$ cat src/rtl/cav4_freq_slew_pkg.sv
// Shared widths, fine-path limits and FSM state type for the cav4 frequency slew block.
package cav4_freq_slew_pkg;

  localparam int unsigned FREQ_W = 28;
  localparam int unsigned FINE_W = 18;
  localparam int unsigned STEP_W = 16;
  // Differences of two FREQ_W values need one extra bit to avoid wrap.
  localparam int unsigned DIFF_W = FREQ_W + 1;

  localparam logic signed [FINE_W-1:0] FINE_MAX = {1'b0, {(FINE_W-1){1'b1}}};
  localparam logic signed [FINE_W-1:0] FINE_MIN = {1'b1, {(FINE_W-1){1'b0}}};

  typedef enum logic {
    IDLE = 1'b0,
    SLEW = 1'b1
  } state_e;

endpackage

$ cat src/rtl/cav4_freq_slew_if.sv
// Target handshake and coarse/fine output bundle of cav4_freq_slew.
interface cav4_freq_slew_if;
  import cav4_freq_slew_pkg::*;

  logic signed [FREQ_W-1:0] target;
  logic        [STEP_W-1:0] step;
  logic                     target_valid;
  logic                     target_ready;
  logic signed [FREQ_W-1:0] coarse_freq;
  logic signed [FINE_W-1:0] fine;
  logic                     fine_sat;
  logic                     busy;
  logic                     done;

  // Host side: offers targets, observes the generated frequency pair.
  modport master (
    output target, step, target_valid,
    input  target_ready, coarse_freq, fine, fine_sat, busy, done
  );

  // Slew engine side.
  modport slave (
    input  target, step, target_valid,
    output target_ready, coarse_freq, fine, fine_sat, busy, done
  );

endinterface

$ cat src/rtl/cav4_freq_sat.sv
// Signed 29-bit to 18-bit saturator with clip flag, shared by fine-frequency paths.
module cav4_freq_sat
  import cav4_freq_slew_pkg::*;
(
  input  logic signed [DIFF_W-1:0] i_val,
  output logic signed [FINE_W-1:0] o_val,
  output logic                     o_sat
);

  // Value fits when all bits above the fine sign bit match that sign bit.
  logic [DIFF_W-FINE_W:0] w_top;
  assign w_top = i_val[DIFF_W-1:FINE_W-1];

  // Clip to the fine range, picking the rail from the input sign.
  always_comb begin
    o_sat = !((&w_top) || !(|w_top));
    o_val = i_val[FINE_W-1:0];
    if (o_sat) begin
      o_val = i_val[DIFF_W-1] ? FINE_MIN : FINE_MAX;
    end
  end

endmodule

$ cat src/rtl/cav4_freq_slew.sv
// Rate-limited coarse frequency slew with saturated fine residual.
// Optional feature macro: CAV4_FREQ_RETARGET_EN (accept new targets while slewing).
module cav4_freq_slew
  import cav4_freq_slew_pkg::*;
#(
  parameter int unsigned DF_SCALE = 2,
  parameter int unsigned STEP_DIV = 4
) (
  input  logic             clk,
  input  logic             rst_n,
  cav4_freq_slew_if.slave  bus
);

  localparam int unsigned SHIFT = DF_SCALE - 2;
  localparam logic [STEP_W-1:0] TICK_LAST = STEP_W'(STEP_DIV - 1);

  state_e                   r_state;
  logic signed [FREQ_W-1:0] r_target;
  logic        [STEP_W-1:0] r_step;
  logic        [STEP_W-1:0] r_cnt;
  logic signed [FREQ_W-1:0] r_coarse;
  logic signed [FINE_W-1:0] r_fine;
  logic                     r_fine_sat;
  logic                     r_done;

  logic                     w_ready;
  logic                     w_accept;
  logic                     w_tick;
  logic                     w_land;
  logic signed [DIFF_W-1:0] w_coarse_ext;
  logic signed [DIFF_W-1:0] w_target_ext;
  logic signed [DIFF_W-1:0] w_step_ext;
  logic signed [DIFF_W-1:0] w_diff;
  logic        [DIFF_W-1:0] w_abs;
  logic signed [DIFF_W-1:0] w_stepped;
  logic signed [FREQ_W-1:0] w_coarse_next;
  logic signed [DIFF_W-1:0] w_src_ext;
  logic signed [DIFF_W-1:0] w_next_ext;
  logic signed [DIFF_W-1:0] w_fine_diff;
  logic signed [DIFF_W-1:0] w_fine_shift;
  logic signed [FINE_W-1:0] w_fine;
  logic                     w_fine_sat;

`ifdef CAV4_FREQ_RETARGET_EN
  assign w_ready = 1'b1;
`else
  assign w_ready = (r_state == IDLE);
`endif

  assign w_accept = bus.target_valid && w_ready;
  assign w_tick   = (r_state == SLEW) && (r_cnt == TICK_LAST);

  // Step decision: land on the target or move one step toward it without overshoot.
  always_comb begin
    w_coarse_ext  = {r_coarse[FREQ_W-1], r_coarse};
    w_target_ext  = {r_target[FREQ_W-1], r_target};
    w_step_ext    = {{(DIFF_W-STEP_W){1'b0}}, r_step};
    w_diff        = w_target_ext - w_coarse_ext;
    w_abs         = w_diff[DIFF_W-1] ? -w_diff : w_diff;
    w_land        = (r_step == '0) || (w_abs <= DIFF_W'(r_step));
    w_stepped     = w_diff[DIFF_W-1] ? (w_coarse_ext - w_step_ext) : (w_coarse_ext + w_step_ext);
    w_coarse_next = r_coarse;
    if (!w_accept && w_tick) begin
      w_coarse_next = w_land ? r_target : w_stepped[FREQ_W-1:0];
    end
  end

  // Fine residual against whichever target is in force after this edge.
  always_comb begin
    w_src_ext    = w_accept ? {bus.target[FREQ_W-1], bus.target} : w_target_ext;
    w_next_ext   = {w_coarse_next[FREQ_W-1], w_coarse_next};
    w_fine_diff  = w_src_ext - w_next_ext;
    w_fine_shift = w_fine_diff >>> SHIFT;
  end

  cav4_freq_sat u_sat (
    .i_val (w_fine_shift),
    .o_val (w_fine),
    .o_sat (w_fine_sat)
  );

  // Slew FSM: a handshake always wins over a step that lands in the same cycle.
  always_ff @(posedge clk or negedge rst_n) begin
    if (!rst_n) begin
      r_state    <= IDLE;
      r_target   <= '0;
      r_step     <= '0;
      r_cnt      <= '0;
      r_coarse   <= '0;
      r_fine     <= '0;
      r_fine_sat <= 1'b0;
      r_done     <= 1'b0;
    end else begin
      r_done <= 1'b0;
      if (w_accept) begin
        r_target   <= bus.target;
        r_step     <= bus.step;
        r_cnt      <= '0;
        r_fine     <= w_fine;
        r_fine_sat <= w_fine_sat;
        r_state    <= SLEW;
      end else if (r_state == SLEW) begin
        if (w_tick) begin
          r_cnt      <= '0;
          r_coarse   <= w_coarse_next;
          r_fine     <= w_fine;
          r_fine_sat <= w_fine_sat;
          if (w_land) begin
            r_done  <= 1'b1;
            r_state <= IDLE;
          end
        end else begin
          r_cnt <= r_cnt + 1'b1;
        end
      end
    end
  end

  assign bus.target_ready = w_ready;
  assign bus.busy         = (r_state == SLEW);
  assign bus.coarse_freq  = r_coarse;
  assign bus.fine         = r_fine;
  assign bus.fine_sat     = r_fine_sat;
  assign bus.done         = r_done;

endmodule

$ cat src/flat_wrapper.sv
// flat-port wrapper written by rule: the top's interface ports become plain ports
module cav4_freq_slew_flat import cav4_freq_slew_pkg::*;
#(
  parameter int unsigned DF_SCALE = 2,
  parameter int unsigned STEP_DIV = 4
)
  (clk, rst_n, bus_target, bus_step, bus_target_valid, bus_target_ready, bus_coarse_freq, bus_fine, bus_fine_sat, bus_busy, bus_done);
  cav4_freq_slew_if bus_i ();
  input  logic clk;
  input  logic rst_n;
  input wire logic [$bits(bus_i.target)-1:0] bus_target;
  input wire logic [$bits(bus_i.step)-1:0] bus_step;
  input wire logic [$bits(bus_i.target_valid)-1:0] bus_target_valid;
  output wire logic [$bits(bus_i.target_ready)-1:0] bus_target_ready;
  output wire logic [$bits(bus_i.coarse_freq)-1:0] bus_coarse_freq;
  output wire logic [$bits(bus_i.fine)-1:0] bus_fine;
  output wire logic [$bits(bus_i.fine_sat)-1:0] bus_fine_sat;
  output wire logic [$bits(bus_i.busy)-1:0] bus_busy;
  output wire logic [$bits(bus_i.done)-1:0] bus_done;
  assign bus_i.target = bus_target;
  assign bus_i.step = bus_step;
  assign bus_i.target_valid = bus_target_valid;
  assign bus_target_ready = bus_i.target_ready;
  assign bus_coarse_freq = bus_i.coarse_freq;
  assign bus_fine = bus_i.fine;
  assign bus_fine_sat = bus_i.fine_sat;
  assign bus_busy = bus_i.busy;
  assign bus_done = bus_i.done;
  cav4_freq_slew #(.DF_SCALE(DF_SCALE), .STEP_DIV(STEP_DIV)) u_core (.clk(clk), .rst_n(rst_n), .bus(bus_i));
endmodule
$ cat config.mk
export PLATFORM = sky130hd
export DESIGN_NAME = cav4_freq_slew_flat
export DESIGN_NICKNAME = d
export VERILOG_FILES = /design/src/rtl/cav4_freq_slew_pkg.sv /design/src/rtl/cav4_freq_slew_if.sv /design/src/rtl/cav4_freq_sat.sv /design/src/rtl/cav4_freq_slew.sv /design/src/flat_wrapper.sv
export SDC_FILE = /design/constraint.sdc
export NUM_CORES = 1
export LEC_CHECK = 0
export BUFFER_PORTS_ARGS = -buffer_cell sky130_fd_sc_hd__buf_2
export CORE_MARGIN = 1
export CORE_UTILIZATION = 60
export CTS_CLUSTER_DIAMETER = 150
export DETAILED_ROUTE_END_ITERATION = 8
export GPL_ROUTABILITY_DRIVEN = 0
export PLACE_DENSITY = 0.87
export SYNTH_ARGS = -nofsm -noshare
export SYNTH_HDL_FRONTEND = slang
export SYNTH_HIERARCHICAL = 1
export SYNTH_SLANG_ARGS = --single-unit
$ cat constraint.sdc
create_clock -name clk -period 21.3 [get_ports clk]
set_input_delay 6.39 -clock clk [delete_from_list [all_inputs] [get_ports clk]]
set_output_delay 6.39 -clock clk [all_outputs]
set_load 0.01 [all_outputs]
==> results.json <==
{
  "cts_resized": 0,
  "combPwrFrac_pct": 51.2,
  "layout-drive-gt1-share_pct": 16.4,
  "final_cell_mix": "nand2_1 (131), dfrtp_1 (109), o21ai_0 (106), nor2_1 (102), ha_1 (102)",
  "worstSetupPathType": "input port to register",
  "area_delta_synth_final_pct": 7.52,
  "layout.nets": 1638,
  "startpoint_type": "input port",
  "mostFrequentLayoutCell": "nand2_1",
  "die_area_um2": 20200,
  "wl_per_cell_um": 18.5,
  "die_h_um": 142,
  "post-route-period-util_pct": 59.6,
  "dp_hpwl_um": 24700,
  "fin_total_pwr_mw": 0.914,
  "hold_buffers": 0,
  "p_clk_share_pct": 19.2,
  "synth_nets": 1583,
  "intPower_mw": 0.515,
  "boundaryPins": 97,
  "num_antenna_cells": 0,
  "num_rows": 50,
  "max-clock-path-buffers": 2,
  "outcome": "finished clean",
  "hold_viol": 0,
  "clock_skew_ps": 18.0,
  "worstPathArrival_ps": 12960,
  "cts_buffers": 9,
  "cts-htree-levels": 3,
  "yosysUniqueCellTypes": 92,
  "fmax_mhz": 78.7,
  "grt-ovfl-total": 0,
  "synthCells": 1431,
  "vias_per_cell": 6.54,
  "relSlewSlack_pct": 22.8,
  "clock-root-buffer": "clkbuf_16",
  "finalSetupViolCount": 0,
  "syn-cell-area_um2": 11800,
  "ys_seq_area_share_pct": 23.1,
  "antenna_left": 0,
  "crit_path_end_kind": "register",
  "p_leak_nw": 5.51,
  "synth-seq-cells": 109,
  "io_buffers": 96,
  "stdcell_count": 1751,
  "min_period_ps": 12710,
  "wl_um": 32500,
  "clkLatencyLatePin_ps": 370,
  "initial_utilization_pct": 62.0,
  "peakVddDrop_uv": 47.2,
  "route.detailed.drc": 0,
  "seqPwrFrac_pct": 29.5,
  "drtIter0Drc": 1067,
  "cts_setup_buffers": 0,
  "die_x_um": 142,
  "ys_warn_count": 6,
  "synth_flop_cell": "dfrtp_1",
  "p_switching_mw": 0.400,
  "grt.total_usage_pct": 32.4,
  "grt_first_pass_wirelength_um": 52200,
  "antenna_found_initial": 0,
  "drv_slew": 0,
  "cts_tree": "built",
  "swShare_pct": 43.7,
  "maxCapViolations": 0,
  "grt_max_degree": 92,
  "dr.pass1.iters": 6,
  "cts.sinks": 109,
  "fillers": 1558,
  "multi_input_area_um2": 8450,
  "grt_pass1_vias": 10500,
  "worstPathMaxFanout": 91,
  "worst_slew_pin_slew_ps": 1150,
  "hp-class": "register to register",
  "syn_avg_cell_area_um2": 8.25,
  "rsz0062_at_grt": "false",
  "power_density_nw_per_um2": 72.1,
  "vias": 11400,
  "required_ps": 21550,
  "regArea_um2": 2730,
  "finalSetupTns_ps": 0,
  "synth_edf_count": 0,
  "clk_pin_slew_ps": 80,
  "synthArstFlopShare_pct": 100,
  "core-area_um2": 19000,
  "placed_cells": 1735
}
cell usage after synthesis (5+ instances only):
cell       instances  area (um^2)
dfrtp_1          109         2730
nor3_1            29          145
nand2b_1          14         87.6
mux2_1             8         90.1
nor3b_1            6         45.0
ha_1             102         1280
and4_1            10         87.6
buf_2              6         30.0
xnor2_1           67          587
o211a_1           17          170
o2111ai_1          5         43.8
nand4_1           15         93.8
a21oi_1           93          465
o21a_1            24          180
a211o_1           10         87.6
nor2b_1           19          119
o21bai_1           8         60.1
o211ai_1          23          173
xor2_1            28          245
and3_1            18          113
nor4_1            13         81.3
o31ai_1            8         60.1
a211oi_1          15          113
nand3_1           34          170
or3_1             15         93.8
mux2_2            79          890
o21ai_2           11         96.3
o21ai_0          107          536
or2_2              7         43.8
nor2_1           102          383
clkbuf_1          45          169
nand2_1          131          492
a21o_1            25          188
nand3b_1           6         45.0
a31oi_1           16          100
and2_1            15         93.8
inv_1             88          330
power by group through the flow:
stage / sequential (mW) / clock [mW] / combinational [mW]
2_1_floorplan: 0.265 / 0 / 0.352
3_3_place_gp: 0.270 / 0 / 0.437
3_5_place_dp: 0.271 / 0 / 0.452
4_1_cts: 0.268 / 0.178 / 0.458
5_1_grt: 0.273 / 0.184 / 0.515
6_report: 0.270 / 0.176 / 0.468
per-stage QoR:
stage                     cell area, um^2  setup slack, ps  hold slack [ps]  util [%]
after global placement              12400             8530              488      65.1
after detailed placement            12400             8260              489      65.1
after floorplan                     11800             9410              479         -
final                               12700             8590              511      66.7
after global routing                12700             8050              528      66.7
after CTS                           12700             8620              514      66.7
layer usage:
| layer | part of all wire [%] | up-vias | wire, um | global-route usage, % |
|---|---|---|---|---|
| met3 | 9.3 | 78 | 3020 | 5.48 |
| met4 | 3.1 | 0 | 1010 | 11.4 |
| met2 | 45 | 584 | 14600 | 51.5 |
| met5 | 0 | - | 0 | 0 |
| met1 | 43 | 5440 | 13800 | 44.3 |
| li1 | - | 5345 | - | - |
cells by family (layout without fill, tap and decap cells):
group	count (synthesis)	after routing	share of synthesized area [%]
DFF	109	109	23.1
AOI/OAI and AO/OA	432	432	25.2
buffers and inverters	149	209	5.41
xor gates and xnor gates	95	95	7.05
and+or+nand+nor	450	450	19.3
muxes	91	91	8.64
adders and majority gates	105	105	11.3
flip-flops by register name (all words and copies together), names as in the netlist:
name and cells:
u_core/bus.coarse_freq 28, u_core/r_target 28, u_core/bus.fine 18, u_core/r_cnt 16, u_core/r_step 16, u_core/bus.busy 1, u_core/bus.done 1, u_core/bus.fine_sat 1
final timing paths:
| path | startpoint | to | slack (ps) | cells past startpoint |
|---|---|---|---|---|
| max in group asynchronous | rst_n | u_core/r_step[8]$_DFFE_PN0P_ | 13960 | 2 |
| min in group asynchronous | rst_n | u_core/r_cnt[10]$_DFFE_PN0P_ | 6000 | 1 |
| setup reg to reg | u_core/bus.coarse_freq[7]$_DFFE_PN0P_ | u_core/bus.fine[3]$_DFFE_PN0P_ | 9210 | 44 |
| hold / removal | u_core/bus.fine[17]$_DFFE_PN0P_ | u_core/bus.fine[17]$_DFFE_PN0P_ | 510 | 1 |
| setup / recovery | bus_target_valid | u_core/bus.fine[3]$_DFFE_PN0P_ | 8590 | 25 |
| hold reg to reg | u_core/bus.fine[17]$_DFFE_PN0P_ | u_core/bus.fine[17]$_DFFE_PN0P_ | 510 | 1 |
critical path, cell delays in order:
cell and delay, ps:
buf_2 90, nor2b_4 120, buf_4 720, nor2_1 80, a21oi_1 190, ha_1 200, inv_1 50, fa_1 390
a21o_1 190, a21oi_1 230, o21bai_1 130, a2111o_1 460, a41o_1 250, a21oi_1 200, a21oi_1 160, a41oi_1 310
a21oi_1 130, a41o_1 260, o41a_1 330, a2111oi_0 410, a21o_1 240, nor4_4 80, a31oi_2 780, o21ai_0 210
mux2_2 320
layout make-up:
type / instances / area share [%]
multi-input combinational: 1173 / 66.6
sequential: 109 / 21.5
timing repair buffer: 105 / 4.34
inverter: 88 / 2.60
tap: 260 / 2.56
clock buffer: 10 / 1.88
clock inverter: 6 / 0.533
(Power assumes the default switching activity.)
